[src/rtl/mcu_pkg.sv]
// Shared MCU definitions: branch-counter encodings, default widths and the
// saturating 2-bit counter update used by the branch predictor.
package mcu_pkg;

  localparam int DEFAULT_PC_W    = 8;
  localparam int DEFAULT_INSTR_W = 17;

  localparam logic [1:0] SNT = 2'd0;
  localparam logic [1:0] WNT = 2'd1;
  localparam logic [1:0] WT  = 2'd2;
  localparam logic [1:0] ST  = 2'd3;

  function automatic logic [1:0] sat_update(input logic [1:0] ctr, input logic taken);
    if (taken) begin
      return (ctr == ST) ? ST : ctr + 2'd1;
    end
    return (ctr == SNT) ? SNT : ctr - 2'd1;
  endfunction

endpackage

[src/rtl/fetch_predict_unit_if.sv]
// Fetch-stage bus: program-memory port, IF/ID outputs and the branch
// resolution fed back from EX.
interface fetch_predict_unit_if
  import mcu_pkg::*;
#(
  parameter int PC_W    = DEFAULT_PC_W,
  parameter int INSTR_W = DEFAULT_INSTR_W
);

  logic [PC_W-1:0]    imem_addr;
  logic [INSTR_W-1:0] imem_data;
  logic               stall;

  logic               if_valid;
  logic [INSTR_W-1:0] if_instr;
  logic [PC_W-1:0]    if_pc;
  logic [PC_W-1:0]    if_pc_plus1;
  logic               if_pred_taken;
  logic [PC_W-1:0]    if_pred_target;

  logic               ex_valid;
  logic               ex_is_branch;
  logic [PC_W-1:0]    ex_pc;
  logic               ex_taken;
  logic [PC_W-1:0]    ex_target;
  logic               ex_pred_taken;
  logic [PC_W-1:0]    ex_pred_target;

  logic               flush;

  modport master (
    input  imem_data, stall,
           ex_valid, ex_is_branch, ex_pc, ex_taken, ex_target,
           ex_pred_taken, ex_pred_target,
    output imem_addr, if_valid, if_instr, if_pc, if_pc_plus1,
           if_pred_taken, if_pred_target, flush
  );

  modport slave (
    output imem_data, stall,
           ex_valid, ex_is_branch, ex_pc, ex_taken, ex_target,
           ex_pred_taken, ex_pred_target,
    input  imem_addr, if_valid, if_instr, if_pc, if_pc_plus1,
           if_pred_taken, if_pred_target, flush
  );

endinterface

[src/rtl/branch_target_buffer.sv]
// Direct-mapped BTB with 2-bit saturating direction counters. Lookup reads
// the registered tables, so a same-cycle update to the same entry is not seen.
module branch_target_buffer
  import mcu_pkg::*;
#(
  parameter int PC_W  = DEFAULT_PC_W,
  parameter int IDX_W = 4
) (
  input  logic            clk,
  input  logic            reset,
  input  logic [PC_W-1:0] lookup_pc,
  output logic            lookup_taken,
  output logic [PC_W-1:0] lookup_target,
  input  logic            train_en,
  input  logic [PC_W-1:0] train_pc,
  input  logic            train_taken,
  input  logic [PC_W-1:0] train_target
);

  localparam int ENTRIES = 1 << IDX_W;
  localparam int TAG_W   = (PC_W > IDX_W) ? PC_W - IDX_W : 1;

  logic              valid_q  [ENTRIES];
  logic [TAG_W-1:0]  tag_q    [ENTRIES];
  logic [PC_W-1:0]   target_q [ENTRIES];
  logic [1:0]        ctr_q    [ENTRIES];

  logic [IDX_W-1:0]  lk_idx;
  logic [IDX_W-1:0]  tr_idx;
  logic [TAG_W-1:0]  lk_tag;
  logic [TAG_W-1:0]  tr_tag;
  logic              hit;

  assign lk_idx = IDX_W'(lookup_pc);
  assign tr_idx = IDX_W'(train_pc);

  // When the index covers the whole PC there is nothing left to tag; a
  // constant zero tag makes the compare always succeed.
  generate
    if (PC_W > IDX_W) begin : g_tag
      assign lk_tag = lookup_pc[PC_W-1:IDX_W];
      assign tr_tag = train_pc[PC_W-1:IDX_W];
    end else begin : g_no_tag
      assign lk_tag = '0;
      assign tr_tag = '0;
    end
  endgenerate

  assign hit           = valid_q[lk_idx] && (tag_q[lk_idx] == lk_tag);
  assign lookup_taken  = hit && ctr_q[lk_idx][1];
  assign lookup_target = target_q[lk_idx];

  always_ff @(posedge clk) begin
    if (!reset) begin
      for (int i = 0; i < ENTRIES; i++) begin
        valid_q[i]  <= 1'b0;
        tag_q[i]    <= '0;
        target_q[i] <= '0;
        ctr_q[i]    <= WNT;
      end
    end else if (train_en) begin
      ctr_q[tr_idx] <= sat_update(ctr_q[tr_idx], train_taken);
      if (train_taken) begin
        valid_q[tr_idx]  <= 1'b1;
        tag_q[tr_idx]    <= tr_tag;
        target_q[tr_idx] <= train_target;
      end
    end
  end

endmodule

[src/rtl/fetch_predict_unit.sv]
// Instruction-fetch stage: PC, IF/ID register, BTB-based prediction,
// mispredict redirect/flush and saturating performance counters.
module fetch_predict_unit
  import mcu_pkg::*;
#(
  parameter int              PC_W       = DEFAULT_PC_W,
  parameter int              INSTR_W    = DEFAULT_INSTR_W,
  parameter int              IDX_W      = 4,
  parameter bit              PREDICT_EN = 1'b1,
  parameter logic [PC_W-1:0] RESET_PC   = '0,
  parameter int              CNT_W      = 16
) (
  input  logic                 clk,
  input  logic                 reset,
  fetch_predict_unit_if.master bus,
  output logic [CNT_W-1:0]     branch_cnt,
  output logic [CNT_W-1:0]     mispredict_cnt
);

  logic [PC_W-1:0]    pc;
  logic [PC_W-1:0]    pc_next;
  logic [PC_W-1:0]    correct_pc;
  logic               res;
  logic               mispred;
  logic               pred;
  logic               lookup_taken;
  logic [PC_W-1:0]    lookup_target;

  logic               if_valid_q;
  logic [INSTR_W-1:0] if_instr_q;
  logic [PC_W-1:0]    if_pc_q;
  logic               if_pred_taken_q;
  logic [PC_W-1:0]    if_pred_target_q;

  branch_target_buffer #(
    .PC_W  (PC_W),
    .IDX_W (IDX_W)
  ) u_btb (
    .clk           (clk),
    .reset         (reset),
    .lookup_pc     (pc),
    .lookup_taken  (lookup_taken),
    .lookup_target (lookup_target),
    .train_en      (res),
    .train_pc      (bus.ex_pc),
    .train_taken   (bus.ex_taken),
    .train_target  (bus.ex_target)
  );

  // A taken branch with the right direction but the wrong target is still a mispredict.
  assign res     = bus.ex_valid & bus.ex_is_branch;
  assign mispred = res & ((bus.ex_taken != bus.ex_pred_taken) |
                          (bus.ex_taken & bus.ex_pred_taken &
                           (bus.ex_target != bus.ex_pred_target)));
  assign correct_pc = bus.ex_taken ? bus.ex_target : bus.ex_pc + PC_W'(1);
  assign pred       = PREDICT_EN & lookup_taken;

  assign bus.flush          = mispred & reset;
  assign bus.imem_addr      = pc;
  assign bus.if_valid       = if_valid_q;
  assign bus.if_instr       = if_instr_q;
  assign bus.if_pc          = if_pc_q;
  assign bus.if_pc_plus1    = if_pc_q + PC_W'(1);
  assign bus.if_pred_taken  = if_pred_taken_q;
  assign bus.if_pred_target = if_pred_target_q;

  always_comb begin
    pc_next = pc + PC_W'(1);
    if (mispred) begin
      pc_next = correct_pc;
    end else if (bus.stall) begin
      pc_next = pc;
    end else if (pred) begin
      pc_next = lookup_target;
    end
  end

  always_ff @(posedge clk) begin
    if (!reset) begin
      pc <= RESET_PC;
    end else begin
      pc <= pc_next;
    end
  end

  // The redirect kills the IF/ID slot even under stall; the payload is left stale.
  always_ff @(posedge clk) begin
    if (!reset) begin
      if_valid_q       <= 1'b0;
      if_instr_q       <= '0;
      if_pc_q          <= '0;
      if_pred_taken_q  <= 1'b0;
      if_pred_target_q <= '0;
    end else if (mispred) begin
      if_valid_q <= 1'b0;
    end else if (!bus.stall) begin
      if_valid_q       <= 1'b1;
      if_instr_q       <= bus.imem_data;
      if_pc_q          <= pc;
      if_pred_taken_q  <= pred;
      if_pred_target_q <= pred ? lookup_target : '0;
    end
  end

  always_ff @(posedge clk) begin
    if (!reset) begin
      branch_cnt     <= '0;
      mispredict_cnt <= '0;
    end else begin
      if (res && (branch_cnt != '1)) begin
        branch_cnt <= branch_cnt + CNT_W'(1);
      end
      if (mispred && (mispredict_cnt != '1)) begin
        mispredict_cnt <= mispredict_cnt + CNT_W'(1);
      end
    end
  end

endmodule

[src/flat_wrapper.sv]
// flat-port wrapper written by rule: the top's interface ports become plain ports
module fetch_predict_unit_flat import mcu_pkg::*;
#(
  parameter int              PC_W       = DEFAULT_PC_W,
  parameter int              INSTR_W    = DEFAULT_INSTR_W,
  parameter int              IDX_W      = 4,
  parameter bit              PREDICT_EN = 1'b1,
  parameter logic [PC_W-1:0] RESET_PC   = '0,
  parameter int              CNT_W      = 16
)
  (clk, reset, branch_cnt, mispredict_cnt, bus_imem_data, bus_stall, bus_ex_valid, bus_ex_is_branch, bus_ex_pc, bus_ex_taken, bus_ex_target, bus_ex_pred_taken, bus_ex_pred_target, bus_imem_addr, bus_if_valid, bus_if_instr, bus_if_pc, bus_if_pc_plus1, bus_if_pred_taken, bus_if_pred_target, bus_flush);
  fetch_predict_unit_if #(.PC_W(PC_W), .INSTR_W(INSTR_W)) bus_i ();
  input  logic clk;
  input  logic reset;
  output logic [CNT_W-1:0] branch_cnt;
  output logic [CNT_W-1:0] mispredict_cnt;
  input wire logic [$bits(bus_i.imem_data)-1:0] bus_imem_data;
  input wire logic [$bits(bus_i.stall)-1:0] bus_stall;
  input wire logic [$bits(bus_i.ex_valid)-1:0] bus_ex_valid;
  input wire logic [$bits(bus_i.ex_is_branch)-1:0] bus_ex_is_branch;
  input wire logic [$bits(bus_i.ex_pc)-1:0] bus_ex_pc;
  input wire logic [$bits(bus_i.ex_taken)-1:0] bus_ex_taken;
  input wire logic [$bits(bus_i.ex_target)-1:0] bus_ex_target;
  input wire logic [$bits(bus_i.ex_pred_taken)-1:0] bus_ex_pred_taken;
  input wire logic [$bits(bus_i.ex_pred_target)-1:0] bus_ex_pred_target;
  output wire logic [$bits(bus_i.imem_addr)-1:0] bus_imem_addr;
  output wire logic [$bits(bus_i.if_valid)-1:0] bus_if_valid;
  output wire logic [$bits(bus_i.if_instr)-1:0] bus_if_instr;
  output wire logic [$bits(bus_i.if_pc)-1:0] bus_if_pc;
  output wire logic [$bits(bus_i.if_pc_plus1)-1:0] bus_if_pc_plus1;
  output wire logic [$bits(bus_i.if_pred_taken)-1:0] bus_if_pred_taken;
  output wire logic [$bits(bus_i.if_pred_target)-1:0] bus_if_pred_target;
  output wire logic [$bits(bus_i.flush)-1:0] bus_flush;
  assign bus_i.imem_data = bus_imem_data;
  assign bus_i.stall = bus_stall;
  assign bus_i.ex_valid = bus_ex_valid;
  assign bus_i.ex_is_branch = bus_ex_is_branch;
  assign bus_i.ex_pc = bus_ex_pc;
  assign bus_i.ex_taken = bus_ex_taken;
  assign bus_i.ex_target = bus_ex_target;
  assign bus_i.ex_pred_taken = bus_ex_pred_taken;
  assign bus_i.ex_pred_target = bus_ex_pred_target;
  assign bus_imem_addr = bus_i.imem_addr;
  assign bus_if_valid = bus_i.if_valid;
  assign bus_if_instr = bus_i.if_instr;
  assign bus_if_pc = bus_i.if_pc;
  assign bus_if_pc_plus1 = bus_i.if_pc_plus1;
  assign bus_if_pred_taken = bus_i.if_pred_taken;
  assign bus_if_pred_target = bus_i.if_pred_target;
  assign bus_flush = bus_i.flush;
  fetch_predict_unit #(.PC_W(PC_W), .INSTR_W(INSTR_W), .IDX_W(IDX_W), .PREDICT_EN(PREDICT_EN), .RESET_PC(RESET_PC), .CNT_W(CNT_W)) u_core (.clk(clk), .reset(reset), .bus(bus_i), .branch_cnt(branch_cnt), .mispredict_cnt(mispredict_cnt));
endmodule
[config.mk]
export PLATFORM = sky130hd
export DESIGN_NAME = fetch_predict_unit_flat
export DESIGN_NICKNAME = d
export VERILOG_FILES = /design/src/rtl/mcu_pkg.sv /design/src/rtl/fetch_predict_unit_if.sv /design/src/rtl/branch_target_buffer.sv /design/src/rtl/fetch_predict_unit.sv /design/src/flat_wrapper.sv
export SDC_FILE = /design/constraint.sdc
export NUM_CORES = 1
export LEC_CHECK = 0
export BUFFER_PORTS_ARGS = -buffer_cell sky130_fd_sc_hd__buf_2
export CORE_ASPECT_RATIO = 1.1
export CORE_MARGIN = 3
export CORE_UTILIZATION = 35
export CTS_CLUSTER_DIAMETER = 100
export CTS_CLUSTER_SIZE = 25
export DETAILED_ROUTE_END_ITERATION = 16
export PLACE_DENSITY = 0.54
export SLEW_MARGIN = 25
export SYNTH_ARGS = -nofsm -noshare
export SYNTH_HDL_FRONTEND = slang
export SYNTH_SLANG_ARGS = --single-unit
[constraint.sdc]
create_clock -name clk -period 2.3 [get_ports clk]
set_input_delay 0.115 -clock clk [delete_from_list [all_inputs] [get_ports clk]]
set_output_delay 0.115 -clock clk [all_outputs]
set_load 0.05 [all_outputs]
==> flow_summary.html <==
<table>
<tr><th>Metric</th><th>Value</th></tr>
<tr><th colspan="2">Run status</th></tr>
<tr><td>Result of the run</td><td>complete, but fails checks</td></tr>
<tr><td>Failing checks</td><td>setup timing</td></tr>
<tr><th colspan="2">STA</th></tr>
<tr><td>Hold Violations, Final</td><td>0</td></tr>
<tr><td>Final-layout setup total negative slack</td><td>-3783 ps</td></tr>
<tr><td>FMAX</td><td>394.8 MHz</td></tr>
<tr><td>Final worst path period need</td><td>2533 ps</td></tr>
<tr><td>Slack of the critical path</td><td>-232.7 ps</td></tr>
<tr><td>Worst hold slack</td><td>45.76 ps</td></tr>
<tr><td>Worst Max-Slew Pin Slew</td><td>784.5 ps</td></tr>
<tr><td>Final-report max-slew violation count</td><td>0</td></tr>
<tr><td>Fin Clk Skew</td><td>33.06 ps</td></tr>
<tr><td>Max_slew headroom</td><td>47.70%</td></tr>
<tr><td>Unrepaired setup endpoints after global routing</td><td>true</td></tr>
<tr><td>Final Setup Violations</td><td>21</td></tr>
<tr><td>Part of the cycle the worst path needs</td><td>110.1%</td></tr>
<tr><th colspan="2">Routing</th></tr>
<tr><td>Detailed Route Iter0 Violations</td><td>904</td></tr>
<tr><td>Total DRC errors in the routed layout</td><td>0</td></tr>
<tr><td>DR WL/cell</td><td>21.47 um</td></tr>
<tr><td>Antenna Violating Nets Remaining</td><td>0</td></tr>
<tr><td>Number of vias in the routed layout</td><td>10630</td></tr>
<tr><td>Vias per cell</td><td>5.199</td></tr>
<tr><td>First-pass iteration count of the detailed router</td><td>5</td></tr>
<tr><td>Aggregate routed wire length</td><td>43890 um</td></tr>
<tr><th colspan="2">Place</th></tr>
<tr><td>Weighted congestion at the end of routability-driven global placement</td><td>0.8839</td></tr>
<tr><td>Estimated wirelength of the detail-placed design</td><td>31480 um</td></tr>
<tr><td>Number of buffers inserted by port buffering</td><td>131</td></tr>
<tr><th colspan="2">Die</th></tr>
<tr><td>Std-Cell Rows</td><td>77</td></tr>
<tr><td>Die W</td><td>200.3 um</td></tr>
<tr><td>Die Outline Area</td><td>0.04402 mm^2</td></tr>
<tr><td>Vertical die dimension</td><td>219.8 um</td></tr>
<tr><td>Core Box Area</td><td>0.04056 mm^2</td></tr>
<tr><td>Number of ports placed on the die boundary</td><td>132</td></tr>
<tr><td>Starting density of the core</td><td>35.85%</td></tr>
<tr><th colspan="2">Pwr</th></tr>
<tr><td>Power per unit of standard cell area</td><td>646.6 mW/mm^2</td></tr>
<tr><td>Switch Pwr</td><td>2999 uW</td></tr>
<tr><td>Maximum VDD drop</td><td>0.5869 mV</td></tr>
<tr><td>Leakage component of the power</td><td>0.006705 uW</td></tr>
<tr><td>Total internal power</td><td>8424 uW</td></tr>
<tr><td>Clock share of power</td><td>28.3%</td></tr>
<tr><td>Reg power frac</td><td>56.8%</td></tr>
<tr><td>Combinational fraction of design power</td><td>14.8%</td></tr>
<tr><td>Switching power as a share of total power</td><td>26.25%</td></tr>
<tr><td>Overall power</td><td>11420 uW</td></tr>
<tr><th colspan="2">Synthesis</th></tr>
<tr><td>Number of synthesized register bits</td><td>319</td></tr>
<tr><td>Synthesized-area fraction occupied by adder cells</td><td>0.9122%</td></tr>
<tr><td>Most instantiated cells after synthesis</td><td>sky130_fd_sc_hd__edfxtp_1, sky130_fd_sc_hd__nand2_1, sky130_fd_sc_hd__nor2_1</td></tr>
<tr><td>Synthesized area</td><td>0.01454 mm^2</td></tr>
<tr><td>Dominant synthesized flop cell</td><td>sky130_fd_sc_hd__edfxtp_1</td></tr>
<tr><td>Yosys warns</td><td>0</td></tr>
<tr><td>Yosys top cell by area</td><td>sky130_fd_sc_hd__edfxtp_1</td></tr>
<tr><td>Proportion of synthesized chip area in sequential cells</td><td>59.35%</td></tr>
<tr><td>Share of synthesized registers carrying an async set or reset</td><td>0%</td></tr>
<tr><td>Xor/xnor share of the synthesized area</td><td>3.012%</td></tr>
<tr><td>Number of different library cells in the post-synthesis netlist</td><td>57</td></tr>
<tr><td>Number of enable-type register cells in the synthesized netlist</td><td>224</td></tr>
<tr><td>Synthesized Nets</td><td>1324</td></tr>
<tr><td>Synthesized-area fraction occupied by and/or/nand/nor cells</td><td>18.48%</td></tr>
<tr><td>Proportion of synthesized area in mux cells</td><td>11.35%</td></tr>
<tr><td>Top cells by area, synth</td><td>sky130_fd_sc_hd__edfxtp_1, sky130_fd_sc_hd__dfxtp_1, sky130_fd_sc_hd__mux4_2</td></tr>
<tr><td>Count of mapped cells out of synthesis</td><td>1267</td></tr>
<tr><td>Combinational family with the most area after synthesis</td><td>simple AND/OR/NAND/NOR gates</td></tr>
<tr><td>Most numerous cell in the Yosys netlist</td><td>sky130_fd_sc_hd__edfxtp_1</td></tr>
<tr><td>Synthesized-area fraction occupied by ao, oa, aoi and oai cells</td><td>3.881%</td></tr>
<tr><td>Mean instance size in the synthesized netlist</td><td>11.48 um^2</td></tr>
<tr><td>Proportion of netlist area held by the largest area contributor</td><td>46.27%</td></tr>
<tr><th colspan="2">GRT</th></tr>
<tr><td>Remaining Overflow, GRT</td><td>0</td></tr>
<tr><td>Via count of the first global-routing pass</td><td>10760</td></tr>
<tr><td>Antenna violations before repair</td><td>0</td></tr>
<tr><td>Overall fraction of global-route tracks in use</td><td>19.69%</td></tr>
<tr><td>Maximum number of pins on one net before global-route repair</td><td>95</td></tr>
<tr><td>First-pass GRT wire length</td><td>66630 um</td></tr>
<tr><th colspan="2">Finish</th></tr>
<tr><td>Utilization after layout</td><td>43.56%</td></tr>
<tr><td>Number of diodes added for antenna fixing</td><td>0</td></tr>
<tr><td>Number of fillers in the final layout</td><td>3777</td></tr>
<tr><td>Layout cell share with drive strength beyond 1</td><td>26.02%</td></tr>
<tr><td>Synthesis-to-finish area growth</td><td>21.51%</td></tr>
<tr><td>Nets@finish</td><td>1538</td></tr>
<tr><th colspan="2">Critical path</th></tr>
<tr><td>Highest net fanout along the worst path</td><td>6</td></tr>
<tr><td>Startpoint type of the worst setup path</td><td>flop</td></tr>
<tr><td>CP required</td><td>2760 ps</td></tr>
<tr><td>Setup Crit Path Kind</td><td>flop to flop</td></tr>
<tr><td>Crit. End Element</td><td>flop</td></tr>
<tr><td>Arrival time of data at the critical path endpoint</td><td>3000 ps</td></tr>
<tr><th colspan="2">Clock tree</th></tr>
<tr><td>Clock network latency to the later pin of the worst-skew pair</td><td>540 ps</td></tr>
<tr><td>Clock Sink Count</td><td>319</td></tr>
<tr><td>Depth of the CTS H-tree</td><td>1</td></tr>
<tr><td>Clock transition at the registers of the reported paths</td><td>110 ps</td></tr>
<tr><td>CTS root buf</td><td>sky130_fd_sc_hd__clkbuf_16</td></tr>
<tr><td>CTS tree</td><td>done</td></tr>
<tr><td>TritonCTS buffer count</td><td>16</td></tr>
<tr><td>Maximum clock insertion buffer count</td><td>3</td></tr>
<tr><th colspan="2">Flow run</th></tr>
<tr><td>Max_cap viols</td><td>0</td></tr>
<tr><th colspan="2">Hold path</th></tr>
<tr><td>Hold Path Class</td><td>input pin to flop</td></tr>
</table>
metal layers:
layer | global-route usage (%) | vias up | routed length [um]
met3 | 2.571 | 65 | 2535
met4 | 6.114 | 0 | 1350
met2 | 34.23 | 385 | 21470
li1 | - | 4930 | -
met1 | 25.86 | 5246 | 18530
met5 | 0 | - | 0
worst max-delay path: stages, from the launching register on:
cell and delay (ps):
sky130_fd_sc_hd__dfxtp_4 390, sky130_fd_sc_hd__buf_12 140, sky130_fd_sc_hd__mux4_2 510, sky130_fd_sc_hd__mux2i_2 210, sky130_fd_sc_hd__mux2i_1 260, sky130_fd_sc_hd__a32oi_2 150, sky130_fd_sc_hd__and4_1 220, sky130_fd_sc_hd__buf_6 140
sky130_fd_sc_hd__mux2_4 300, sky130_fd_sc_hd__o22ai_2 130
state kept, by name, summed over array words and instances (netlist names), 8 cells and up, named ones only:
register	count
u_core.branch_cnt	16
u_core.bus.if_instr	17
u_core.bus.if_pc	8
u_core.bus.if_pred_target	8
u_core.bus.imem_addr	8
u_core.mispredict_cnt	16
u_core.u_btb.ctr_q	32
u_core.u_btb.tag_q	64
u_core.u_btb.target_q	128
u_core.u_btb.valid_q	16
stage by stage:
stage               cells  worst slack, ps  instance area (um^2)
finish               2044           -232.7                 17670
global route         2044           -337.6                 17670
CTS                  2042           -220.7                 17610
detailed placement   1991           -318.9                 16810
global placement     1991           -290.9                 16810
floorplan            1267           -99.90                 14600
worst paths after layout:
| check | from | end | slack (ps) | cells after the start |
|---|---|---|---|---|
| worst min register to register | u_core.u_btb.valid_q[8] | u_core.u_btb.valid_q[8] | 450 | 2 |
| worst min-delay path | bus_ex_target[5] | u_core.bus.imem_addr[5] | 50 | 5 |
| worst max-delay path | flop | flop | -230 | 9 |
| worst max register to register | flop | flop | -230 | 9 |
repair_timing:
item,4_1_cts,5_1_grt
endpoints found under the setup margin,21,21
cloned,1,0
endpoints found under the hold margin,18,0
setup buffers,4,2
pin swaps,13,8
gates resized for setup,23,8
hold buffers,18,0
power groups by stage:
| stage | combinational, uW | sequential, uW | clock [uW] |
|---|---|---|---|
| detailed placement | 1630 | 6620 | 0 |
| CTS | 1690 | 6490 | 3320 |
| finish | 1690 | 6490 | 3240 |
| floorplan | 849 | 6690 | 0 |
| global placement | 1620 | 6620 | 0 |
| global route | 1800 | 6520 | 3500 |
cells in the final DEF, fill, tap and decap left out, types with 4 or more instances in the layout:
cell type and instances:
sky130_fd_sc_hd__clkbuf_1 10, sky130_fd_sc_hd__mux2i_1 11, sky130_fd_sc_hd__ha_1 9, sky130_fd_sc_hd__or3_1 4, sky130_fd_sc_hd__mux4_2 64, sky130_fd_sc_hd__nand2b_1 5, sky130_fd_sc_hd__and3b_1 4, sky130_fd_sc_hd__and4_1 4
sky130_fd_sc_hd__a21oi_1 46, sky130_fd_sc_hd__o21ai_0 15, sky130_fd_sc_hd__edfxtp_1 224, sky130_fd_sc_hd__and2_1 10, sky130_fd_sc_hd__or2_2 4, sky130_fd_sc_hd__nor3_1 10, sky130_fd_sc_hd__inv_1 16, sky130_fd_sc_hd__dfxtp_1 88
sky130_fd_sc_hd__buf_12 25, sky130_fd_sc_hd__nor4_1 6, sky130_fd_sc_hd__and3_1 72, sky130_fd_sc_hd__o21ai_1 4, sky130_fd_sc_hd__nand2_1 218, sky130_fd_sc_hd__nand4_1 16, sky130_fd_sc_hd__nor2_1 198, sky130_fd_sc_hd__buf_2 131
sky130_fd_sc_hd__xnor2_1 23, sky130_fd_sc_hd__xor2_1 26, sky130_fd_sc_hd__dfxtp_2 4, sky130_fd_sc_hd__clkbuf_16 16, sky130_fd_sc_hd__nand3_1 32, sky130_fd_sc_hd__dlygate4sd3_1 18, sky130_fd_sc_hd__nand3_2 5, sky130_fd_sc_hd__buf_4 101
sky130_fd_sc_hd__buf_6 8, sky130_fd_sc_hd__and2_0 4
logic make-up (layout without fill, tap and decap cells):
logic type	after synthesis	count (layout)
XOR/XNOR	50	50
flip-flops	319	319
adder cells (fa/ha/maj)	11	11
buffers and inverters	106	330
AO/OA/AOI/OAI	95	95
AND/OR/NAND/NOR	602	602
multiplexers	84	84
area by class of cell:
class | count | area [um^2] | share of cell area [%]
multi-input combinational | 842 | 5585 | 31.61
clock buffer | 26 | 437.9 | 2.479
sequential | 319 | 8645 | 48.93
tap | 553 | 691.9 | 3.916
inverter | 18 | 70.07 | 0.3966
timing repair buffer | 284 | 2212 | 12.52
clock inverter | 2 | 25.02 | 0.1416
Power figures use the tool's default switching activity.
